### config.mk
export PLATFORM = sky130hd
export DESIGN_NAME = pc_fetch
export DESIGN_NICKNAME = d
export VERILOG_FILES = /design/src/rtl/pc_fetch_pkg.sv /design/src/rtl/pc_target_calc.sv /design/src/rtl/pc_fetch.sv
export SDC_FILE = /design/constraint.sdc
export NUM_CORES = 1
export LEC_CHECK = 0
export ABC_CLOCK_PERIOD_IN_PS = 2800
export BUFFER_PORTS_ARGS = -buffer_cell sky130_fd_sc_hd__buf_2
export CAP_MARGIN = 20
export CORE_MARGIN = 1
export CORE_UTILIZATION = 41
export CTS_CLUSTER_SIZE = 25
export DETAILED_ROUTE_END_ITERATION = 6
export PLACE_DENSITY = 0.83
export SLEW_MARGIN = 30
export SYNTH_ARGS = -nofsm -noshare
export SYNTH_HDL_FRONTEND = slang
export SYNTH_SLANG_ARGS = --single-unit
export TNS_END_PERCENT = 10
### constraint.sdc
create_clock -name clk_i -period 2.8 [get_ports clk_i]
set_clock_uncertainty 0.05 [all_clocks]
set_input_delay 0 -clock clk_i [delete_from_list [all_inputs] [get_ports clk_i]]
set_output_delay 0 -clock clk_i [all_outputs]
set_load 0.1 [all_outputs]
### src/rtl/pc_fetch_pkg.sv
// Shared definitions for the fetch stage and its neighbours (next_pc, decoder).
//  - default widths for the program counter, instruction and retire counter
//  - 2-bit FSM state encoding of the fetch/execute sequencer
//  - instruction immediate field widths used by the target calculator
//  - pcsrc codes agreed with next_pc
package pc_fetch_pkg;

  localparam int unsigned PcWDefault  = 8;
  localparam int unsigned IrWDefault  = 8;
  localparam int unsigned CntWDefault = 16;

  // Immediate fields sit in the low bits of the instruction word.
  localparam int unsigned Imm4W = 4;  // BRZI offset, instr[3:0]
  localparam int unsigned Imm6W = 6;  // JI offset,   instr[5:0]

  typedef enum logic [1:0] {
    StIdle  = 2'b00,
    StFetch = 2'b01,
    StExec  = 2'b10,
    StHalt  = 2'b11
  } fetch_state_e;

  typedef enum logic [2:0] {
    PcSrcBrzr  = 3'b000,
    PcSrcBrzi  = 3'b100,
    PcSrcJi    = 3'b101,
    PcSrcNoJmp = 3'b110
  } pcsrc_e;

endpackage

### src/rtl/pc_target_calc.sv
// Combinational candidate-target calculator feeding next_pc.
// Ports:
//  pc_i       current program counter
//  instr_i    instruction register
//  rs_val_i   register-file value (BRZR target)
//  std_pc_o   pc + 1
//  brzi_pc_o  pc + sext(instr[3:0])
//  ji_pc_o    pc + sext(instr[5:0])
//  brzr_pc_o  rs_val passthrough
// All sums wrap modulo 2^PcW.
module pc_target_calc
  import pc_fetch_pkg::*;
#(
  parameter int unsigned PcW = PcWDefault,
  parameter int unsigned IrW = IrWDefault
) (
  input  logic [PcW-1:0] pc_i,
  input  logic [IrW-1:0] instr_i,
  input  logic [PcW-1:0] rs_val_i,
  output logic [PcW-1:0] std_pc_o,
  output logic [PcW-1:0] brzi_pc_o,
  output logic [PcW-1:0] ji_pc_o,
  output logic [PcW-1:0] brzr_pc_o
);

  logic [PcW-1:0] imm4_sext;
  logic [PcW-1:0] imm6_sext;

  assign imm4_sext = {{(PcW - Imm4W){instr_i[Imm4W-1]}}, instr_i[Imm4W-1:0]};
  assign imm6_sext = {{(PcW - Imm6W){instr_i[Imm6W-1]}}, instr_i[Imm6W-1:0]};

  assign std_pc_o  = pc_i + PcW'(1);
  assign brzi_pc_o = pc_i + imm4_sext;
  assign ji_pc_o   = pc_i + imm6_sext;
  assign brzr_pc_o = rs_val_i;

  // Opcode bits above the widest immediate are the decoder's business.
  logic unused_instr_hi;
  assign unused_instr_hi = ^instr_i[IrW-1:Imm6W];

endmodule

### src/rtl/pc_fetch.sv
// Program counter / instruction register holder and instruction-fetch sequencer.
// Fetches instr from imem at pc, presents it to the decoder until the control unit
// retires it, then loads the next_pc selection. Sequence: IDLE -> FETCH -> EXEC -> FETCH ...
// with HALT as a sink left only through reset.
// Ports:
//  clk_i, rst_i            clock, synchronous active-high reset
//  imem_req_o/addr_o       fetch request and address, held until imem_ack_i
//  imem_ack_i/rdata_i      fetch completion and fetched instruction
//  instr_o, instr_valid_o  instruction register and its EXEC-state qualifier
//  exec_done_i, halt_i     retire strobe from control, halt sampled with it
//  rs_val_i, new_pc_i      BRZR source and selected next PC
//  std/brzi/ji/brzr_pc_o   candidate targets to next_pc
//  pc_o, retired_o         program counter and retired-instruction count
//  halted_o                high in HALT
module pc_fetch
  import pc_fetch_pkg::*;
#(
  parameter int unsigned PcW  = PcWDefault,
  parameter int unsigned IrW  = IrWDefault,
  parameter int unsigned CntW = CntWDefault
) (
  input  logic            clk_i,
  input  logic            rst_i,
  output logic            imem_req_o,
  output logic [PcW-1:0]  imem_addr_o,
  input  logic            imem_ack_i,
  input  logic [IrW-1:0]  imem_rdata_i,
  output logic [IrW-1:0]  instr_o,
  output logic            instr_valid_o,
  input  logic            exec_done_i,
  input  logic            halt_i,
  input  logic [PcW-1:0]  rs_val_i,
  input  logic [PcW-1:0]  new_pc_i,
  output logic [PcW-1:0]  std_pc_o,
  output logic [PcW-1:0]  brzi_pc_o,
  output logic [PcW-1:0]  ji_pc_o,
  output logic [PcW-1:0]  brzr_pc_o,
  output logic [PcW-1:0]  pc_o,
  output logic [CntW-1:0] retired_o,
  output logic            halted_o
);

  fetch_state_e    state_q, state_d;
  logic [PcW-1:0]  pc_q, pc_d;
  logic [IrW-1:0]  instr_q, instr_d;
  logic [CntW-1:0] retired_q, retired_d;

  always_ff @(posedge clk_i) begin
    if (rst_i) begin
      state_q   <= StIdle;
      pc_q      <= '0;
      instr_q   <= '0;
      retired_q <= '0;
    end else begin
      state_q   <= state_d;
      pc_q      <= pc_d;
      instr_q   <= instr_d;
      retired_q <= retired_d;
    end
  end

  always_comb begin
    state_d       = state_q;
    pc_d          = pc_q;
    instr_d       = instr_q;
    retired_d     = retired_q;
    imem_req_o    = 1'b0;
    instr_valid_o = 1'b0;
    halted_o      = 1'b0;
    unique case (state_q)
      // Dead cycle after reset so a stale ack from before reset cannot land.
      StIdle: state_d = StFetch;
      StFetch: begin
        imem_req_o = 1'b1;
        if (imem_ack_i) begin
          instr_d = imem_rdata_i;
          state_d = StExec;
        end
      end
      StExec: begin
        instr_valid_o = 1'b1;
        if (exec_done_i) begin
          pc_d      = new_pc_i;
          retired_d = retired_q + CntW'(1);
          state_d   = halt_i ? StHalt : StFetch;
        end
      end
      StHalt: halted_o = 1'b1;
      default: state_d = StIdle;
    endcase
  end

  // pc only changes on leaving EXEC, so the address is stable for a whole FETCH.
  assign imem_addr_o = pc_q;
  assign instr_o     = instr_q;
  assign pc_o        = pc_q;
  assign retired_o   = retired_q;

  pc_target_calc #(
    .PcW(PcW),
    .IrW(IrW)
  ) u_target_calc (
    .pc_i     (pc_q),
    .instr_i  (instr_q),
    .rs_val_i (rs_val_i),
    .std_pc_o (std_pc_o),
    .brzi_pc_o(brzi_pc_o),
    .ji_pc_o  (ji_pc_o),
    .brzr_pc_o(brzr_pc_o)
  );

endmodule

==> reports/qor.txt <==
layout cells sized above 1: 0.302
fin nets: 408
status: completed
post-synth cell types: 39
routability cong.: 0.907
adder-cell share of the synthesized area: 0.108
Post-synth EDFFs: 0
Final min period: 2.63 ns
largest family of logic cells by synthesized area: simple AND/OR/NAND/NOR gates
Yosys warning count: 0
maximum clock frequency: 0.380 GHz
Required @ worst endpoint: 2.75 ns
most frequent cells in the layout: 85 x buf_2, 36 x nand2_1, 34 x dfxtp_1
Final Cell Area: 2920 µm²
initial antenna violation count: 0
cell breakdown of the critical path: ha_1, and3_1, a221o_1, o41ai_1, xnor2_2, clkbuf_4
max cap viols: 0
post-synthesis compound-gate area fraction: 0.137
Clock Power Share: 0.223
Mapped Cells: 266
Die ar.: 5530 µm²
syn_nets: 313
n_diodes: 0
final wirelength: 5530 µm
Synth Area in XOR/XNOR: 0.0980
number of DRC markers in iteration 0: 112
final hold slack: 0.0300 ns
CP peak stage delay: 0.49 ns
Initial Util: 0.440
final worst slack: 0.169 ns
gr usage total: 0.210
ys flop type: dfxtp_1
final hold violations: 0
ys async rst share: 0
Detail Placement HPWL: 4090 µm
fin util: 0.598
power per cell area: 512 nW/µm²
CP Buf/Inv Count: 1
Vias/cell: 5.04
via count: 2155
Die Span X: 74.3 µm
Total Power: 1.49 mW
commonest non-fill, non-tap cell in the layout: buf_2
Combinational Power Share: 0.427
Avg Cell Area, Syn: 8.07 µm²
synth top area cells: dfxtp_1 32%, ha_1 9.9%, xnor2_1 7.8%
Slew HR: 0.326
core footprint: 4880 µm²
CTS Buf Count: 5
CTS tree: yes
#FFs+latches synth: 34
crit path DAT: 2.58 ns
Worst-Margin Slew: 1.01 ns
global-route wire length before repair: 8810 µm
CP top delay family: compound AO/OA/AOI/OAI gates
Worst Setup End Kind: output port
Netlist Area Pre-Place: 2150 µm²
RSZ-0062 raised after global routing: no
met3 usage: 0.0447
Port Buf Inserts: 87
Clock Tree Root: clkbuf_8
Die Ht: 74.3 µm
Clock Tree Buf Depth: 2
Area Overhead vs Synth: 35.9%
top-area cell type share of the netlist area: 0.317
Final Setup Violations: 0
Clock Pin Slew Worst Setup and Hold Paths: 0.07 ns
mux cell area share after synthesis: 0.00466
met2 track demand over resource: 0.378
sequential group share of total power: 0.350
crit path kind: reg -> out
Placed Area: 2600 µm²
post-DR wirelength/cell: 12.9 µm
num ports: 104
Final Cycle Share: 0.940
largest net degree at the start of global routing: 36
vias in the first global route: 1901
GRT Residual Overflow: 0
Row Count: 25
Clock Latency Late Sink: 0.28 ns
HP Class: in -> reg
GRT met1 Usage: 0.256
sw power: 0.697 mW
register area share after synthesis: 0.317
DRT Pass-1 Iters: 4
Int Power: 0.797 mW
Slew Viols, Final: 0
CP Launch Type: register
H-tree levels: 2
Yosys top cell by area: dfxtp_1
LEAKAGE: 1.44 nW
detailed-route DRC error count: 0
Setup WS pre-CTS: 0.369 ns
Crit Path Max Fanout: 8
Synth Area in Simple Gates: 0.235
ANT nets after route: 0
slowest CP cell: dfxtp_1
# clock sinks: 34
Sw Share: 0.467
Peak VDD IR: 0.368 mV
gr busiest metal: met2
-- layer usage --
| metal | vias up | share of wire | routed length, µm |
|---|---|---|---|
| met2 | 76 | 0.52 | 2880 |
| met4 | 0 | 0.0056 | 31 |
| met3 | 5 | 0.057 | 314 |
| met1 | 980 | 0.42 | 2310 |
| li1 | 1094 | - | - |
| met5 | - | 0 | 0 |
-- synthesized netlist by cell type (all sizes together) (5+ instances only) --
cell and n:
buf 20, and3 6, o21ai 6, clkbuf 7, a21oi 29, xnor2 19
nor2 16, xor2 5, inv 10, ha 17, nor4 5, nand3 17
nand2 36, dfxtp 34
-- cells by family (layout without fill, tap and decap cells) --
kind of cell | count (synthesis) | after routing
xor gates and xnor gates | 24 | 24
AOI/OAI and AO/OA | 49 | 49
and+or+nand+nor | 103 | 103
adders and majority gates | 18 | 18
buffers and inverters | 37 | 132
DFF | 34 | 34
muxes | 1 | 1
-- worst register-to-register path, cell delays in order (launching register included) --
cell and delay (ns):
dfxtp_1 0.37, inv_1 0.08, ha_1 0.28, nand3_2 0.17, or4_4 0.61, or4_1 0.41, a21oi_1 0.16
-- final cells by class --
type                    count  area (µm²)
fillers                   447        1960
multi-input cells         195        1320
repair buffers            115         723
flip-flops and latches     34         681
well taps                  67        83.8
clock buffers               7        76.3
inverters                  10        37.5
-- power groups by stage --
stage	combinational (mW)	clock, mW	sequential (mW)
2_1_floorplan	0.459	0	0.617
5_1_grt	0.668	0.361	0.526
3_5_place_dp	0.567	0	0.533
6_report	0.637	0.334	0.523
3_3_place_gp	0.563	0	0.532
4_1_cts	0.639	0.343	0.523
-- state kept, by name (all words and copies together) (netlist names) --
name	count
instr_o	8
imem_addr_o	8
state_q	2
retired_o	16
-- per-stage QoR --
stage | std cells | TNS (ns)
2_1_floorplan | 266 | -3.78
3_3_place_gp | 397 | 0
3_5_place_dp | 397 | 0
4_1_cts | 428 | 0
5_1_grt | 428 | 0
6_report | 428 | 0
-- final timing paths --
kind | from | endpoint | cells after the start | slack [ns]
setup reg to reg | state_q[0] | retired_o[15] | 6 | 0.60
hold / removal | imem_ack_i | instr_o[0] | 3 | 0.03
hold reg to reg | instr_o[7] | instr_o[7] | 2 | 0.41
setup / recovery | imem_addr_o[4] | ji_pc_o[7] | 6 | 0.17
-- what timing repair did --
item                                   CTS  global route
setup buffers                            0             0
hold buffers                            24             0
endpoints found under the hold margin   24             0
setup endpoints to repair                0             1
resized for setup                        0             1
(Power assumes the default switching activity.)
